<file path="src/rtl/mac_scheduler.sv">
// mac_scheduler: sequences systolic FIFO reads and MAC enables for the row array, then streams the accumulators out.
module mac_scheduler #(
  parameter int ROWS  = 8,
  parameter int COLS  = 8,
  parameter int ACC_W = 24
) (
  input  logic                  clk,
  input  logic                  rst_n,
  input  logic                  start,
  output logic                  done,
  output logic                  busy,
  input  logic [ROWS-1:0]       a_fifo_empty,
  output logic [ROWS-1:0]       a_fifo_rden,
  input  logic                  b_fifo_empty,
  output logic                  b_fifo_rden,
  output logic                  mac_clr,
  output logic [ROWS-1:0]       mac_en,
  input  logic [ROWS*ACC_W-1:0] mac_acc,
  output logic                  res_valid,
  input  logic                  res_ready,
  output logic [2:0]            res_idx,
  output logic [ACC_W-1:0]      res_data
);
  localparam int KW   = $clog2(COLS + ROWS);
  localparam int KMAX = COLS + ROWS - 2;
  typedef enum logic [2:0] {IDLE, CLEAR, FEED, DRAIN, OUTPUT, DONE} state_t;
  state_t          state;
  logic [KW-1:0]   k;
  logic [2:0]      out_idx;
  logic [ROWS-1:0] a_req;
  logic            b_req, stall, issue;
  // Row r consumes column k-r, so B values reach each row one cycle after the row above.
  always_comb begin
    b_req = int'(k) < COLS;
    for (int r = 0; r < ROWS; r++) a_req[r] = (int'(k) >= r) && (int'(k) < r + COLS);
    stall = (b_req && b_fifo_empty) || |(a_req & a_fifo_empty);
  end
  assign issue       = (state == FEED) && !stall;
  assign a_fifo_rden = issue ? a_req : '0;
  assign b_fifo_rden = issue && b_req;
  assign mac_clr     = state == CLEAR;
  assign busy        = (state != IDLE) && (state != DONE);
  assign done        = state == DONE;
  assign res_valid   = state == OUTPUT;
  assign res_idx     = out_idx;
  assign res_data    = res_valid ? mac_acc[int'(out_idx)*ACC_W +: ACC_W] : '0;
  always_ff @(posedge clk) begin
    if (!rst_n) begin
      state   <= IDLE;
      k       <= '0;
      out_idx <= '0;
      mac_en  <= '0;
    end else begin
      mac_en <= a_fifo_rden;
      case (state)
        IDLE:    if (start) state <= CLEAR;
        CLEAR: begin
          k     <= '0;
          state <= FEED;
        end
        FEED: if (!stall) begin
          k <= k + 1'b1;
          if (int'(k) == KMAX) state <= DRAIN;
        end
        DRAIN: begin
          out_idx <= '0;
          state   <= OUTPUT;
        end
        OUTPUT: if (res_ready) begin
          out_idx <= out_idx + 1'b1;
          if (out_idx == 3'(ROWS - 1)) state <= DONE;
        end
        DONE:    if (!start) state <= IDLE;
        default: state <= IDLE;
      endcase
    end
  end
endmodule
</file>
<file path="config.mk">
export PLATFORM = sky130hd
export DESIGN_NAME = mac_scheduler
export DESIGN_NICKNAME = d
export VERILOG_FILES = /design/src/rtl/mac_scheduler.sv
export SDC_FILE = /design/constraint.sdc
export NUM_CORES = 1
export LEC_CHECK = 0
export BUFFER_PORTS_ARGS = -buffer_cell sky130_fd_sc_hd__buf_2
export CAP_MARGIN = 20
export CORE_AREA = 2 2 98 100
export CTS_CLUSTER_SIZE = 16
export DETAILED_ROUTE_END_ITERATION = 12
export DIE_AREA = 0 0 100 102
export HOLD_SLACK_MARGIN = 0.15
export PLACE_DENSITY = 0.73
export SYNTH_ARGS = -nofsm -noshare
export SYNTH_HDL_FRONTEND = slang
export SYNTH_SLANG_ARGS = --single-unit
export TNS_END_PERCENT = 10
</file>
<file path="constraint.sdc">
create_clock -name clk -period 3.1 [get_ports clk]
set_input_delay 0.62 -clock clk [delete_from_list [all_inputs] [get_ports clk]]
set_output_delay 0.62 -clock clk [all_outputs]
set_load 0.03 [all_outputs]
</file>
==> key figures <==
Status
  – Status: finished clean

Global routing
  – Grt met2 use: a little under two fifths
  – First-pass GRT wire length: between 15000 and 20000 µm
  – Vias in the first global route: roughly 3200
  – Grt total ovfl: 0
  – Initial antenna violation count: 1
  – Global Route met3 Usage: around 4.3%
  – Met1 Use GR: a little under a quarter
  – Total GRT Usage: between 10% and 20%
  – Largest net degree at the start of global routing: 33
  – GR peak layer: met2

Placement
  – PortBufs: 252
  – Pre-CTS WS: 0.299 ns
  – Post-DP HPWL: 9130 µm
  – Dpl cells: around 600
  – GP Congestion: 0.866

Drt
  – DRC: 0
  – Vias: a little over 3000
  – First drt pass iteration count: 6
  – Antenna viol nets, final: 0
  – Drt total wl: 10500 µm
  – DR vias/cell: roughly 5.1
  – Wire per inst: between 15 and 20 µm
  – DR iter-0 viols: 56

STA
  – Worst Max-Slew Pin Slew: between 0.6 and 0.7 ns
  – Fin worst setup slack: 0.148 ns
  – Endpoints failing setup: 0
  – Max-Slew Margin vs Limit: 56.4%
  – Max Transition Viols Final: 0
  – Setup TNS Final: 0 ns
  – Final Hold Viols: 0
  – Post-route minimum period: 2.95 ns
  – Worst Skew: a little over 0.002 ns
  – Hold_ws: approximately 0.54 ns
  – RSZ-0062 raised after global routing: no
  – Fmax: around 340 MHz
  – Period utilization: between 90% and 100%

Critical path
  – Critical path's largest stage delay: roughly 0.45 ns
  – CP max stage cell: dfxtp_2
  – Arr. time, crit path: ~2.3 ns
  – Worst path cell trace: inv_1 -> ha_1 -> o311a_1 -> a221oi_2 -> nand2_2 -> nor3_1 -> buf_2
  – Worst Setup Start Kind: flip-flop
  – Crit path max-delay family: compound AO/OA/AOI/OAI gates
  – Reg2Reg Capture Point: k[0]
  – CP required: between 2 and 2.5 ns
  – Largest fanout on the critical path: 12
  – Kind of critical path: flip-flop to output pin
  – Nature of the critical path endpoint: output pin
  – Internal reg-to-reg setup slack: between 0.8 and 0.9 ns
  – Reg2Reg Depth: 7
  – Worst flop-to-flop path startpoint: k[1]
  – CP bufs+invs: 2

Synthesis
  – Cell Area, Synth: between 2000 and 3000 µm²
  – Post-synth EDFFs: 0
  – Syn avg cell area: between 10 and 15 µm²
  – Sequential element share of the synthesized area: between 10% and 20%
  – Yosys Warn Count: 0
  – Most used DFF post-synth: dfxtp_1
  – Synth unique cells: 48
  – Synthesized instance count: 250
  – FFs w/ async S/R, synth: 0%
  – FF+latch count, synth: 18
  – Syn nets: 465

Clocking
  – Post_cts resized: 0
  – Worst-path clk slew: around 0.070 ns
  – Postcts setup bufs: 0
  – CTS H-tree depth: 1
  – Clk_lat worst skew: roughly 0.26 ns
  – Cts bufs inserted: 3
  – Clk buf depth: 2
  – Sink Count: 18
  – TritonCTS clock tree: built
  – CTS root buffer: clkbuf_8
  – # hold bufs at CTS: 0

Worst hold path
  – HP Start: k[3]
  – WHS Endpoint: mac_en[0]
  – Worst hold stages: 1
  – Hold crit path type: flip-flop to flip-flop

Power and ir drop
  – Switching Power: between 200 and 250 µW
  – Leak: about 1.9 nW
  – Worst vdd ir: roughly 0.17 mV
  – Switching power share of the total: between 30% and 40%
  – Sequential power share: roughly 31%
  – Clk pwr share: 24.0%
  – Pwr/cell area: about 200 nW/µm²
  – Internal: about 570 µW
  – Share of total power in combinational logic: 44.9%

Floorplan
  – Area of the die: roughly 10000 µm²
  – Die H: slightly above 100 µm
  – Core Rows: 35
  – I/O pin cnt: about 250
  – Initial core utilization: 29.3%
  – Die Span X: approximately 100 µm
  – Core Area: 9110 µm²

Run
  – Max Cap Viol: 0

Cells and area
  – Most common cell after layout, fill and taps aside: buf_2
  – Synth-to-layout area growth: 54.7%
  – Final net count: ~710
  – Most frequent cells in the layout: 252 x buf_2, 48 x mux4_2, 37 x nor2_1, 25 x mux2i_1, 14 x dfxtp_1
  – Final cell count without fillers: between 600 and 700
  – Post-layout util: a little under half
  – Share of post-route cells with drive strength above 1: about two thirds
==> cell type report <==
type / instances / area, µm²
tap: 111 / 139
clock buffer: 4 / 55.1
sequential: 18 / 368
timing repair buffer: 262 / 1370
multi-input combinational: 199 / 2160
antenna: 1 / 2.50
inverter: 8 / 30.0
fill: 899 / 4980
==> sequential cells by signal, indices dropped and copies added (netlist names) <==
signal   flops
mac_en       8
k            4
res_idx      3
state        3
==> worst reg2reg max path, cell delays in order (launching register included) <==
cell	delay (ns)
dfxtp_1	0.49
ha_1	0.37
mux2_4	0.35
nor3b_2	0.23
a2111oi_4	0.09
buf_4	0.19
and2_4	0.18
a31o_1	0.21
==> cells by family after synthesis <==
kind of cell             count (synthesis)  share of synthesized area (%)
AND/OR/NAND/NOR                         82                           15.8
flip-flops                              18                           13.5
buffers and inverters                   33                           5.96
adder cells (fa/ha/maj)                 10                           4.69
AO/OA/AOI/OAI                           31                           8.87
XOR/XNOR                                 2                          0.657
multiplexers                            74                           50.5
==> per-layer routing <==
layer / share of wire (%) / vias to the layer above
li1: - / 1457
met1: 39 / 1458
met2: 52 / 141
met3: 7.2 / 14
met4: 1.5 / 0
met5: 0 / -
==> worst max path at each step <==
stage	end	depth (start not counted)	slack, ns	start
detailed placement	a_fifo_rden[3]	7	0.30	k[3]
CTS	a_fifo_rden[3]	7	0.00006	k[3]
global route	a_fifo_rden[3]	7	0.002	k[3]
floorplan	a_fifo_rden[0]	9	0.06	k[3]
global placement	a_fifo_rden[3]	7	0.34	k[3]
finish	a_fifo_rden[3]	7	0.15	k[3]
==> Yosys cell counts (all sizes together) (4+ instances only) <==
cell type	count	area share, %
mux2i	25	9.4
dfxtp	18	14
and2	4	1.0
clkbuf	12	1.7
buf	13	3.1
and3	5	1.3
nand3	5	1.1
nand2b	4	0.94
ha	10	4.7
inv	8	1.1
nor2	37	5.2
nor3	4	0.94
mux4	48	41
a21oi	9	1.7
o21ai	7	1.3
nor2b	4	0.94
nand2	8	1.2
==> power by group through the flow <==
stage / registers (mW) / clock network, mW / logic [mW]
global route: 0.255 / 0.213 / 0.396
CTS: 0.254 / 0.200 / 0.368
global placement: 0.259 / 0 / 0.357
floorplan: 0.248 / 0 / 0.202
detailed placement: 0.259 / 0 / 0.367
finish: 0.253 / 0.195 / 0.366
==> metrics by stage <==
stage / area [µm²] / total power [mW]
final: 4120 / 0.814
after CTS: 4110 / 0.822
after detailed placement: 4060 / 0.626
after global routing: 4120 / 0.864
after floorplan: 2670 / 0.450
after global placement: 4060 / 0.616
Power figures use the tool's default switching activity.
